## config.mk

```make
export PLATFORM = sky130hd
export DESIGN_NAME = uart_tx_fifo
export DESIGN_NICKNAME = d
export VERILOG_FILES = /design/src/rtl/uart_tx_fifo.sv
export SDC_FILE = /design/constraint.sdc
export NUM_CORES = 1
export LEC_CHECK = 0
export CORE_AREA = 2 2 99 101
export CTS_CLUSTER_DIAMETER = 200
export DETAILED_ROUTE_END_ITERATION = 8
export DIE_AREA = 0 0 101 103
export SLEW_MARGIN = 20
export SYNTH_ARGS = -nofsm -noshare
export SYNTH_HDL_FRONTEND = slang
export SYNTH_SLANG_ARGS = --single-unit
```

## constraint.sdc

```tcl
create_clock -name clk -period 4.6 [get_ports clk]
set_input_delay 0.92 -clock clk [delete_from_list [all_inputs] [get_ports clk]]
set_output_delay 0.92 -clock clk [all_outputs]
set_load 0.03 [all_outputs]
```

## src/rtl/uart_tx_fifo.sv

```systemverilog
// uart_tx_fifo: UART transmitter with an input FIFO, baud divider and
// configurable frame (data width, parity, stop bits, bit order).
// Words arrive over a tx_rdy/tx_ack handshake and are sent back-to-back.
module uart_tx_fifo #(
  parameter int    DATA_BITS    = 8,
  parameter string PARITY       = "ODD",
  parameter int    STOP_BIT     = 1,
  parameter int    CLKS_PER_BIT = 16,
  parameter int    FIFO_DEPTH   = 4,
  parameter int    LSB_FIRST    = 1
) (
  input  logic                        clk,
  input  logic                        rst,
  input  logic [DATA_BITS-1:0]        tx_data,
  input  logic                        tx_rdy,
  output logic                        tx_ack,
  output logic                        tx,
  output logic                        tx_busy,
  output logic [$clog2(FIFO_DEPTH):0] fifo_count,
  output logic                        fifo_full
);

  localparam int AW = $clog2(FIFO_DEPTH);
  localparam int CW = AW + 1;
  localparam int BW = (CLKS_PER_BIT > 1) ? $clog2(CLKS_PER_BIT) : 1;

  localparam bit HAS_PAR = (PARITY != "NONE");
  localparam bit ODD_PAR = (PARITY == "ODD");

  localparam logic [BW-1:0] BAUD_LAST = BW'(CLKS_PER_BIT - 1);
  localparam logic [3:0]    DATA_LAST = 4'(DATA_BITS - 1);
  localparam logic [3:0]    STOP_LAST = 4'(STOP_BIT - 1);
  localparam logic [CW-1:0] DEPTH_C   = CW'(FIFO_DEPTH);

  // Unsupported parameter sets stop elaboration rather than build silently.
  generate
    if (DATA_BITS < 5 || DATA_BITS > 9 ||
        !(PARITY == "NONE" || PARITY == "ODD" || PARITY == "EVEN") ||
        STOP_BIT < 1 || STOP_BIT > 2 || CLKS_PER_BIT < 1 ||
        FIFO_DEPTH < 2 || (FIFO_DEPTH & (FIFO_DEPTH - 1)) != 0 ||
        LSB_FIRST < 0 || LSB_FIRST > 1) begin : g_bad_param
      $error("uart_tx_fifo: illegal parameter set");
    end
  endgenerate

  typedef enum logic [2:0] {S_IDLE, S_START, S_DATA, S_PAR, S_STOP} state_t;

  // FIFO
  logic [DATA_BITS-1:0] r_mem [FIFO_DEPTH];
  logic [AW-1:0]        r_wptr, r_rptr;
  logic [CW-1:0]        r_count;
  logic                 r_ack;
  logic                 w_push, w_pop, w_empty, w_full;
  logic [DATA_BITS-1:0] w_rd_data;
  logic                 w_par_in;

  // Serializer
  state_t               r_state, w_state_nx;
  logic [BW-1:0]        r_baud, w_baud_nx;
  logic [3:0]           r_bit, w_bit_nx;
  logic [DATA_BITS-1:0] r_shift, w_shifted;
  logic                 r_par, r_tx, w_tx_nx, w_shift_en;
  logic                 w_tick, w_cur_bit, w_nxt_bit;

  assign w_empty   = (r_count == '0);
  assign w_full    = (r_count == DEPTH_C);
  // Full is judged on current occupancy, so a same-edge pop never frees a slot.
  assign w_push    = tx_rdy && !r_ack && !w_full;
  assign w_rd_data = r_mem[r_rptr];
  assign w_par_in  = ODD_PAR ? ~^w_rd_data : ^w_rd_data;

  // The outgoing bit is always at the "head" end of the shift register.
  assign w_shifted = (LSB_FIRST != 0) ? (r_shift >> 1) : (r_shift << 1);
  assign w_cur_bit = (LSB_FIRST != 0) ? r_shift[0]     : r_shift[DATA_BITS-1];
  assign w_nxt_bit = (LSB_FIRST != 0) ? w_shifted[0]   : w_shifted[DATA_BITS-1];
  assign w_tick    = (r_baud == BAUD_LAST);

  assign tx_ack     = r_ack;
  assign tx         = r_tx;
  assign tx_busy    = (r_state != S_IDLE);
  assign fifo_count = r_count;
  assign fifo_full  = w_full;

  // FIFO storage write; contents need no reset since occupancy gates reads.
  always_ff @(posedge clk) begin
    if (w_push) r_mem[r_wptr] <= tx_data;
  end

  // FIFO pointers, occupancy and the one-cycle accept pulse.
  always_ff @(posedge clk) begin
    if (rst) begin
      r_wptr  <= '0;
      r_rptr  <= '0;
      r_count <= '0;
      r_ack   <= 1'b0;
    end else begin
      if (w_push) r_wptr <= r_wptr + 1'b1;
      if (w_pop)  r_rptr <= r_rptr + 1'b1;
      r_count <= r_count + CW'(w_push) - CW'(w_pop);
      r_ack   <= w_push;
    end
  end

  // Serializer state, counters, shift register and registered line output.
  always_ff @(posedge clk) begin
    if (rst) begin
      r_state <= S_IDLE;
      r_baud  <= '0;
      r_bit   <= '0;
      r_tx    <= 1'b1;
      r_shift <= '0;
      r_par   <= 1'b0;
    end else begin
      r_state <= w_state_nx;
      r_baud  <= w_baud_nx;
      r_bit   <= w_bit_nx;
      r_tx    <= w_tx_nx;
      if (w_pop) begin
        r_shift <= w_rd_data;
        r_par   <= w_par_in;
      end else if (w_shift_en) begin
        r_shift <= w_shifted;
      end
    end
  end

  // Next state; tx is computed one cycle ahead so the pin stays registered.
  always_comb begin
    w_state_nx = r_state;
    w_baud_nx  = w_tick ? '0 : r_baud + 1'b1;
    w_bit_nx   = r_bit;
    w_tx_nx    = r_tx;
    w_pop      = 1'b0;
    w_shift_en = 1'b0;
    unique case (r_state)
      S_IDLE: begin
        w_baud_nx = '0;
        w_bit_nx  = '0;
        w_tx_nx   = 1'b1;
        if (!w_empty) begin
          w_pop      = 1'b1;
          w_state_nx = S_START;
          w_tx_nx    = 1'b0;
        end
      end
      S_START: begin
        if (w_tick) begin
          w_state_nx = S_DATA;
          w_bit_nx   = '0;
          w_tx_nx    = w_cur_bit;
        end
      end
      S_DATA: begin
        if (w_tick) begin
          if (r_bit == DATA_LAST) begin
            w_bit_nx = '0;
            if (HAS_PAR) begin
              w_state_nx = S_PAR;
              w_tx_nx    = r_par;
            end else begin
              w_state_nx = S_STOP;
              w_tx_nx    = 1'b1;
            end
          end else begin
            w_bit_nx   = r_bit + 1'b1;
            w_shift_en = 1'b1;
            w_tx_nx    = w_nxt_bit;
          end
        end
      end
      S_PAR: begin
        if (w_tick) begin
          w_state_nx = S_STOP;
          w_bit_nx   = '0;
          w_tx_nx    = 1'b1;
        end
      end
      S_STOP: begin
        if (w_tick) begin
          if (r_bit == STOP_LAST) begin
            w_bit_nx = '0;
            // Chain straight into the next frame when a word is waiting.
            if (!w_empty) begin
              w_pop      = 1'b1;
              w_state_nx = S_START;
              w_tx_nx    = 1'b0;
            end else begin
              w_state_nx = S_IDLE;
              w_tx_nx    = 1'b1;
            end
          end else begin
            w_bit_nx = r_bit + 1'b1;
          end
        end
      end
      default: begin
        w_state_nx = S_IDLE;
        w_tx_nx    = 1'b1;
      end
    endcase
  end

endmodule

```

# Word-level counts from Yosys, hierarchy flattened
# Memories as Yosys holds them, arrays and structs flattened. A register that Yosys moved wholly into a read port is not among the register bits.
# Cells that the tools add are included.
[totals] register_bits=29 ram_bits=32 in_bits=11 out_inout_bits=7 elab_cells=84 n_memories=1
[memory_table] memory="r_mem" words=4 word_bits=8 read_ports=1 rd_ports_with_merged_regs=1 write_ports=1 line="49" rtl="logic [DATA_BITS-1:0] r_mem [FIFO_DEPTH];"
[op_classes] addsub=6 eq_ne=15 mux=36 n_reduce_logical=16
[ops] cell="$mux 3" count=7
[ops] cell="$mux 4" count=5
[ops] cell="$mux 1" count=16
[ops] cell="$mux 8" count=2
[ops] cell="$pmux 4 s4" count=1
[ops] cell="$pmux 3 s5" count=1
[ops] cell="$ne 2x2->1 const B" count=7
[ops] cell="$add 4x1->4 const B" count=2
[ops] cell="$reduce_xnor 8->1" count=1
[ops] cell="$reduce_and 7->1" count=1
[ops] cell="$eq 3x2->1 const B" count=2
[ops] cell="$eq 3x3->1 const B" count=2
[ops] cell="$logic_not 3->1" count=2
[ops] cell="$pmux 1 s5" count=1
[ops] cell="$reduce_and 5->1" count=1
[ops] cell="$add 2x1->2 const B" count=2
[ops] cell="$eq 4x3->1 const B" count=1
[ops] cell="$eq 4x4->1 const B" count=1
[ops] cell="$logic_not 4->1" count=1
[ops] cell="$mux 2" count=2
[ops] cell="$reduce_and 4->1" count=1
[ops] cell="$reduce_bool 4->1" count=1
[ops] cell="$add 3x1->3" count=1
[ops] cell="$eq 3x1->1 const B" count=1
[ops] cell="9 further kinds" count=11

# Depth between registers and ports, before layout
[depth] word_depth=7 ltp_mapped=14 depth_no_buf=13

# Worst setup path after synthesis
# No wires, ideal clock.
[synth_timing] kind="reg-to-reg" from="register r_count[2] (netlist: fifo_count[2])" to="register r_count[2] (netlist: fifo_count[2])" setup_ps=128 arrival_time_ps=2874 required_time_ps=4472 slack_ps=1599 path_stages_with_launch=12 path_buffers=0 period_less_slack_ps=3001 cell_sequence="dfxtp_1 nor3b_1 nor3b_2 inv_1 ha_1 inv_1 ha_1 inv_1 fa_1 xor2_1 xnor2_1 nor2_1"
[synth_via] elab_cells_between_ends=10 cone_classes="add/sub: 2; eq/ne: 1; mux: 4; reduce/logical: 3"
[synth_rtl] item="start: declaration" line="51" rtl="logic [CW-1:0] r_count;"
[synth_rtl] item="start signal: assignment" line="99" rtl="r_count <= r_count + CW'(w_push) - CW'(w_pop);"
[synth_rtl] item="$eq 3x3->1" line="66" rtl="assign w_full = (r_count == DEPTH_C);"
[synth_rtl] item="via fifo_full" line="20" rtl="output logic fifo_full"
[synth_rtl] item="$logic_not 1->1" line="68" rtl="assign w_push = tx_rdy && !r_ack && !w_full;"
[synth_rtl] item="$logic_and 1x1->1" line="68"
[synth_rtl] item="$add 3x1->3" line="99"
[synth_rtl] item="$sub 3x1->3" line="99"
# The timed path passes the listed nets, and every way through them passes these cells.
# A chain may end at the register's enable or synchronous reset.

# Worst setup path in the final report
[layout_timing] from="register r_bit[0]" to="register r_count[2] (netlist: fifo_count[2])"
[layout_via] elab_chain_cells=5
[layout_rtl] item="start: declaration" line="60" rtl="logic [3:0] r_bit, w_bit_nx;"
[layout_rtl] item="start signal: assignment" line="116" rtl="r_bit <= w_bit_nx;"
[layout_rtl] item="$logic_not 4->1" line="180" rtl="if (r_bit == STOP_LAST) begin"
[layout_rtl] item="$mux 1" line="180"
[layout_rtl] item="$mux 1" line="179" rtl="if (w_tick) begin"
[layout_rtl] item="$pmux 1 s2" line="135" rtl="unique case (r_state)"
[layout_rtl] item="$sub 3x1->3" line="99"
# No other way between the ends.

==> metrics.md <==
| Metric | Value |
|---|---|
| Outcome | completed |
| Skew-Pair Late Insertion Delay | about 0.34 ns |
| Top cells by area, synth | edfxtp_1 (35%), dfxtp_1 (23%), mux4_1 (5.8%) |
| Storage cell area | 1580 um2 |
| Post-place setup slack | 1.29 ns |
| Slowest stage cell, crit path | and2_1 |
| Synth cell types | 44 |
| Slowest Stage Delay on Critical Path | about 0.47 ns |
| Routability cong. | around 0.86 |
| Critical-path cell list | inv_1, ha_1, or3b_1, o21ai_1, and2_1, ha_1, inv_1, ha_1, inv_1, fa_1, xor2_1, xnor2_1, nor2_1 |
| Hold_ws | 0.448 ns |
| Synthesized flop and latch total | 63 |
| Initial DRC count | 94 |
| Share of the synthesized area in the top cell type | 0.351 |
| Final setup fails | 0 |
| Reg2reg end | fifo_count[2]$_SDFF_PP0_ |
| Core area | between 9000 and 10000 um2 |
| Critical Path RT | 4.79 ns |
| GRT Total Usage | 0.100 |
| Post-synthesis compound-gate area fraction | 0.0860 |
| Antenna violations before repair | 0 |
| Largest net degree at the start of global routing | 29 |
| Die Height | 103 um |
| Largest family of logic cells by synthesized area | simple AND/OR/NAND/NOR gates |
| Adder-cell area share of the yosys netlist | 0.0526 |
| Mapped Cells | about 220 |
| Post-Synth XOR/XNOR Area | 0.0480 |
| Post-CTS sizing | 0 |
| Period utilization | 0.680 |
| Worst-Margin Slew | about 0.99 ns |
| Slew Viols, Final | 0 |
| CP startpoint kind | flip-flop |
| Vias in the first global route | approximately 1600 |
| WL/cell | around 13 um |
| Final hold vios | 0 |
| Fin crit period | about 3.1 ns |
| Antenna viol nets, final | 0 |
| Reg-to-reg slack, setup | approximately 1.5 ns |
| Leak pwr | 1.12 nW |
| Most common cell after layout, fill and taps aside | edfxtp_1 |
| H-tree depth | 3 |
| Syn_nets | approximately 240 |
| Crit end category | flip-flop |
| Vias | approximately 1700 |
| Post-Synth Simple-Gate Area | 0.125 |
| CP Data Arrival Time | about 3.3 ns |
| DP Wirelength | 3210 um |
| Yosys top cell by area | edfxtp_1 |
| Area of the multi-input gates | approximately 1100 um2 |
| Syn Std Cell Area | 2740 um2 |
| Area Growth Syn to Fin | 17.6% |
| Reg clk slew, reported paths | roughly 0.070 ns |
| Sequential fraction of the synthesis area | 0.578 |
| Path type of the worst setup path | flip-flop to flip-flop |
| Multiplexer share of the synthesized area | 0.0814 |
| Commonest cells after routing, fill and taps aside | edfxtp_1 (32), dfxtp_1 (31), nor2_1 (19) |
| First-pass GRT wire length | 7910 um |
| RSZ-0062 raised after global routing | no |
| Peak supply drop | 0.177 mV |
| R2R depth | 13 |
| Antenna cells | 0 |
| Max Root-Sink Buffers | 2 |
| YS warnings | 0 |
| Worst Hold Path EP | r_baud[0]$_SDFF_PP0_ |
| Die ar. | 10400 um2 |
| Reg2reg start | r_bit[0]$_SDFFE_PP0P_ |
| FMAX | between 300 and 400 MHz |
| Worst-path fanout max | 13 |
| Drt drc | 0 |
| Worst hold path depth | 1 |
| Die width | roughly 100 um |
| Initial Utilization | 0.289 |
| Setup ws final | around 1.5 ns |
| Clock sinks | between 60 and 70 |
| Skew final | 0.0139 ns |
| Hold_sp | r_baud[0]$_SDFF_PP0_ |
| Worst relative slew slack | 0.336 |
| Post-CTS setup buffer count | 0 |
| Post-Route WL | approximately 4800 um |
| Cell Pwr Density | 595 nW/um2 |
| Setup_tns | 0 ns |
| Vias/cell | roughly 4.8 |
| Syn Area/Cell | ~12 um2 |
| TritonCTS clock tree | yes |
| Final nets | around 260 |
| Fill cells | ~950 |
| Hold_buf cts | 0 |
| # Max-Cap Violations | 0 |
| Num CTS Buffers | 9 |
| Iteration count of the initial detailed-routing pass | 4 |
| Port bufs | 17 |
| IO Count | 18 |
| Clock Root Buffer | clkbuf_8 |
| FP Rows | 36 |
| Min-Delay Path Class | flip-flop to flip-flop |
| Share of cells above drive strength 1 | 0.0813 |
| Grt ovf | 0 |
-- final cells by class --
type,count,area share
clock buffer,11,0.0408
clock inverter,5,0.0260
inverter,9,0.0105
multi-input combinational,141,0.334
sequential,63,0.491
tap,114,0.0443
timing repair buffer,17,0.0529
-- critical path: cells and delay by family (launching register included) --
| kind | cells | cell delay (ns) |
|---|---|---|
| fa+ha+maj | 4 | 0.96 |
| simple gates | 3 | 0.92 |
| flops | 1 | 0.34 |
| xor+xnor | 2 | 0.30 |
| compound gates | 1 | 0.28 |
| buf+inv | 3 | 0.19 |
-- routing by layer --
layer | GRT usage | wire length (um) | up-vias
met2 | 0.162 | 2330 | 38
met3 | 0.0359 | 209 | 9
met4 | 0.0468 | 85 | 0
met1 | 0.120 | 2140 | 836
li1 | - | - | 843
met5 | 0 | 0 | -
-- registers in the layout, indices dropped and copies added, names as in the netlist, named ones only --
name,count
tx,1
fifo_count,3
r_mem,32
r_state,3
r_bit,4
tx_ack,1
r_rptr,2
r_par,1
r_baud,4
r_wptr,2
r_shift,8
-- Yosys cell counts, drive strengths merged --
cell,number
a211oi,1
a21oi,13
a221oi,1
a22oi,9
a2bb2oi,1
a31oi,1
and2,5
and3,3
and3b,1
buf,3
clkbuf,5
dfxtp,31
edfxtp,32
fa,1
ha,9
inv,9
maj3,1
mux2i,2
mux4,8
nand2,15
nand2b,3
nand3,5
nor2,20
nor2b,2
nor3,6
nor3b,3
o211ai,1
o21a,1
o21ai,5
o221ai,1
o22ai,1
o31ai,1
o32ai,1
or2,1
or3,2
or3b,2
xnor2,11
xor2,4
-- cells by family after synthesis --
kind of cell / after synthesis
AOI/OAI and AO/OA: 37
and+or+nand+nor: 68
DFF: 63
muxes: 10
buffers and inverters: 17
adders and majority gates: 11
xor gates and xnor gates: 15
-- where the power goes --
group	internal, mW	switching, mW	total, mW	leakage (nW)
clock network	0.306	0.214	0.521	0.0998
logic	0.289	0.339	0.628	0.475
registers	0.694	0.0743	0.768	0.546
-- worst max path at each step --
stage,from,endpoint,slack [ns],cells after the start
6_report,r_bit[0]$_SDFFE_PP0P_,fifo_count[2]$_SDFF_PP0_,1.47,13
5_1_grt,r_bit[0]$_SDFFE_PP0P_,fifo_count[2]$_SDFF_PP0_,1.16,13
4_1_cts,r_bit[0]$_SDFFE_PP0P_,fifo_count[2]$_SDFF_PP0_,1.46,13
3_5_place_dp,tx_rdy,fifo_count[2]$_SDFF_PP0_,1.29,11
3_3_place_gp,tx_rdy,fifo_count[2]$_SDFF_PP0_,1.37,11
2_1_floorplan,fifo_count[2]$_SDFF_PP0_,fifo_count[2]$_SDFF_PP0_,1.60,11
-- stage by stage --
step	utilization	power [mW]	cell area [um2]	cells
CTS	0.340	1.94	3220	360
floorplan	-	1.27	2740	221
detailed placement	0.318	1.41	3000	344
finish	0.340	1.92	3220	360
global route	0.340	2.05	3220	360
global placement	0.318	1.40	3000	344
(Power assumes the default switching activity.)
==> RTL change 1: new RTL, same flow settings <==
Change the parameter `CLKS_PER_BIT` from 16 to 32.
--- a/src/rtl/uart_tx_fifo.sv
+++ b/src/rtl/uart_tx_fifo.sv
@@ -7,3 +7,3 @@
   parameter int    STOP_BIT     = 1,
-  parameter int    CLKS_PER_BIT = 16,
+  parameter int    CLKS_PER_BIT = 32,
   parameter int    FIFO_DEPTH   = 4,
Function: no difference found for any inputs over 10 cycles, from zero or initial values and one cycle with rst high; that may be too few to reach the edited logic, so the function may still have changed.
==> RTL change 1 against the unedited design <==
Clock power is 9.8% lower; total power is 2.4% higher; setup slack better by 0.043 ns; area after synthesis is 3.3% higher; sequential cell count is 1 higher; cell count is 1.9% higher; maximum frequency is 1.4% higher; cell area is 1.4% higher; count of clock-buffer cells in the layout is 2 lower; wire length is 0.61% higher.
==> RTL change 1: results (changes against the unedited design) <==
status finished clean (unchanged); R2R Path End fifo_count[1] (was fifo_count[2]); Largest regs r_mem x32, r_shift x8, r_baud x5 (was r_mem x32, r_shift x8); Placed Area 0.003075 mm^2 (was 0.003004 mm^2); Pleak 1.137 nW (was 1.121 nW); Area contributors post-synth edfxtp_1, dfxtp_1, mux4_2 (was edfxtp_1, dfxtp_1, mux4_1); Hold Slack 0.4527 ns (was 0.4480 ns); R2R depth 11 (was 13); fraction of layout cells with a size suffix above 1 14.23% (was 8.130%); vias in the first global route 1729 (was 1626); DPL Wire Length 3.289 mm (was 3.215 mm); most frequent cells after synthesis dfxtp_1, edfxtp_1, nor2_1 (was edfxtp_1, dfxtp_1, nor2_1); post-synthesis adder-cell area fraction 5.531% (was 5.258%); Worst R2R Start r_baud[0] (was r_bit[0]); GRT met2 Usage 18.05% (was 16.15%); WL met3 204 um (was 209 um); max_slew headroom 45.25% (was 33.57%); M1 GR Usage 11.38% (was 12.00%); critical path's slowest cell nor3b_1 (was and2_1); register area 0.001602 mm^2 (was 0.001582 mm^2); dpl cells 351 (was 344); largest net degree at the start of global routing 30 (was 29); Layout Nets 270 (was 262); reg2reg setup slack 1.76 ns (was 1.47 ns); Met1 Wirelength 2.017 mm (was 2.135 mm); crit-path max FO 7 (was 13); final wirelength 4.787 mm (was 4.758 mm); Max IR drop VDD 0.2387 mV (was 0.1765 mV); Met2 Routed Length 2.492 mm (was 2.327 mm); crit path DAT 3.30 ns (was 3.32 ns); Initial DRC Count 97 (was 94); clock buffer depth 2 (unchanged); Vias/cell 4.703 (was 4.794); Cells after Synth 229 (was 221); skew final 0.008039 ns (was 0.01385 ns); Crit path largest cell delay 0.65 ns (was 0.47 ns); xor/xnor share of the synthesized area 4.336% (was 4.801%); Synth Net Count 251 (was 242); first-pass GRT wire length 8.155 mm (was 7.914 mm); met3 GRT Util 3.729% (was 3.593%); Compound-Gate Fraction of Synth Area 9.425% (was 8.596%); RD Place Congestion 0.7539 (was 0.8595); synth unique cells 49 (was 44)
## RTL change 1: report_power, final
part / leakage, nW / switching, W / internal (W)
clock network: 0.0933 / 0.000221 / 0.000250
registers: 0.554 / 0.0000895 / 0.000709
logic: 0.490 / 0.000365 / 0.000328
total: 1.14 / 0.000676 / 0.00129
## RTL change 1: worst max-delay path by stage
stage / startpoint / to / slack [ns] / cells after the start
floorplan: fifo_count[2] / fifo_count[1] / 1.78 / 8
global placement: tx_rdy / fifo_count[2] / 1.19 / 9
detailed placement: tx_rdy / fifo_count[2] / 1.11 / 9
CTS: tx_rdy / fifo_count[2] / 1.47 / 9
global route: tx_rdy / fifo_count[2] / 1.29 / 9
finish: tx_rdy / fifo_count[2] / 1.51 / 9
## RTL change 1: layout make-up
type                    count  share of cell area, %
flip-flops and latches     64                  49.04
clock inverters             7                  2.184
clock buffers               9                  3.793
well taps                 114                  4.368
repair buffers             18                  5.287
inverters                  11                  1.264
multi-input cells         144                  34.06
==> RTL change 2: new RTL, same settings <==
Without the edit above. Re-encode `state_t` (5 states) as one-hot, 5 bits wide.
--- a/src/rtl/uart_tx_fifo.sv
+++ b/src/rtl/uart_tx_fifo.sv
@@ -45,3 +45,3 @@
 
-  typedef enum logic [2:0] {S_IDLE, S_START, S_DATA, S_PAR, S_STOP} state_t;
+  typedef enum logic [4:0] {S_IDLE = 5'b00001, S_START = 5'b00010, S_DATA = 5'b00100, S_PAR = 5'b01000, S_STOP = 5'b10000} state_t;
 
Function: no difference found for any inputs over 10 cycles, from zero or initial values and one cycle with rst high; not proved beyond that.
==> RTL change 2 against the unedited design <==
Area after synthesis up 9.1%; sequential power rose by 4.4%; sequential share of layout area is 2.1 points lower; setup slack improved by 0.029 ns; cell area grew 7.0%; total power grew 5.5%; wire length up 12%; sequential cell count grew 2.
==> RTL change 2: results (changes against the unedited design) <==
Synth Net Count 266 (was 242); WL/cell 14.01 um (was 13.22 um); R2R depth 12 (was 13); CTS clock-pin slew for the worst setup and hold paths 0.08 ns; Ys Warns 0 (unchanged); first-pass GRT wire length 8.735 mm (was 7.914 mm); Final Cycle Share 67.38% (was 68.01%); crit-path max FO 14 (was 13); crit path DAT 3.33 ns (was 3.32 ns); CTS resizes 0 (unchanged); skew final 0.01330 ns (was 0.01385 ns); Pleak 1.206 nW (was 1.121 nW); insertion delay to the later sink of the worst-skew pair 0.35 ns; Place WS 1.353 ns (was 1.292 ns); Hold EP r_baud[0] (unchanged); CTS buffer count 9 (unchanged); max_slew headroom 51.30% (was 33.57%); WHS Path Cells 1 (unchanged); Hold Crit Class flop to flop (unchanged); Vias/cell 4.932 (was 4.794); vias in the first global route 1751 (was 1626); largest net degree at the start of global routing 35 (was 29); EDFF count, synth 32 (unchanged); DPL Wire Length 3.497 mm (was 3.215 mm); dpl cells 365 (was 344); Synth async-reset ratio 0% (unchanged); setup bufs post-CTS 0 (unchanged); root buf cell clkbuf_8 (unchanged); port bufs 17 (unchanged); H-tree Lvls 3 (unchanged); total inserted antenna cells 0 (unchanged); Largest regs r_mem x32, r_shift x8, r_state x5 (was r_mem x32, r_shift x8); R2R Path End fifo_count[2] (unchanged); antenna violations before repair 0 (unchanged); reg2reg setup slack 1.50 ns (was 1.47 ns); Layout Nets 283 (was 262); Layout Cells excl Fill 381 (was 360); Initial DRC Count 87 (was 94); RD Place Congestion 0.7905 (was 0.8595); Seq/Total Area, Yosys 54.34% (was 57.80%); Area contributors post-synth edfxtp_1, dfxtp_1, mux4_1 (unchanged); Cells after Synth 245 (was 221); fraction of layout cells with a size suffix above 1 11.24% (was 8.130%); most frequent cells after synthesis dfxtp_1, edfxtp_1, nor2_1 (was edfxtp_1, dfxtp_1, nor2_1); synth unique cells 52 (was 44); Worst R2R Start r_state[2] (was r_bit[0]); Placed Area 0.003238 mm^2 (was 0.003004 mm^2); Max IR drop VDD 0.2371 mV (was 0.1765 mV); Hold Path Origin r_baud[0] (unchanged); clock buffer depth 2 (unchanged); status finished clean (unchanged); GRT Util Overall 11.10% (was 10.01%)
[RTL change 2: layer usage]
metal	up-vias	track usage (%)	wire length, um
met1	899	13.89	2504
met2	34	17.38	2548
met3	7	3.932	215
li1	939	-	-
met5	-	0	0
met4	0	4.990	71
[RTL change 2: cell type report]
type	instances	area, um^2
flip-flops and latches	65	1622
inverters	12	45.04
clock inverters	7	83.83
multi-input cells	156	1251
clock buffers	9	123.9
well taps	114	142.6
repair buffers	18	177.7
fillers	941	6013
[RTL change 2: stage by stage]
stage | hold slack (ns) | utilization, %
2_1_floorplan | 0.4175 | -
6_report | 0.4650 | 36.43
4_1_cts | 0.4607 | 36.43
5_1_grt | 0.4888 | 36.43
3_5_place_dp | 0.4455 | 34.23
3_3_place_gp | 0.4323 | 34.23
[RTL change 2: cells by family after synthesis]
logic type	share of synthesized area, %
and+or+nand+nor	14.38
DFF	54.34
AOI/OAI and AO/OA	9.895
buffers and inverters	3.731
xor gates and xnor gates	4.696
muxes	8.511
adders and majority gates	4.445
[RTL change 2: critical path, cell delays in order (launching register included)]
cell,delay [ns]
dfxtp_1,0.62
nor3_1,0.13
and2b_1,0.25
inv_2,0.12
a21o_1,0.40
inv_2,0.20
ha_1,0.32
inv_1,0.04
ha_1,0.18
fa_1,0.38
xnor2_1,0.18
xnor2_1,0.14
nor2_1,0.05
[RTL change 2: how the worst max path moves through the flow]
stage,from,to,cells after the start
2_1_floorplan,fifo_count[2],fifo_count[2],10
3_3_place_gp,tx_rdy,fifo_count[2],10
3_5_place_dp,tx_rdy,fifo_count[2],10
4_1_cts,r_state[2],fifo_count[2],12
5_1_grt,r_state[2],fifo_count[2],12
6_report,r_state[2],fifo_count[2],12
[RTL change 2: report_power, final]
part	switching, W	leakage (nW)	internal (W)	total, W
registers	0.0000903	0.562	0.000712	0.000802
clock network	0.000249	0.103	0.000260	0.000510
logic	0.000383	0.541	0.000327	0.000709
total	0.000722	1.21	0.00130	0.00202
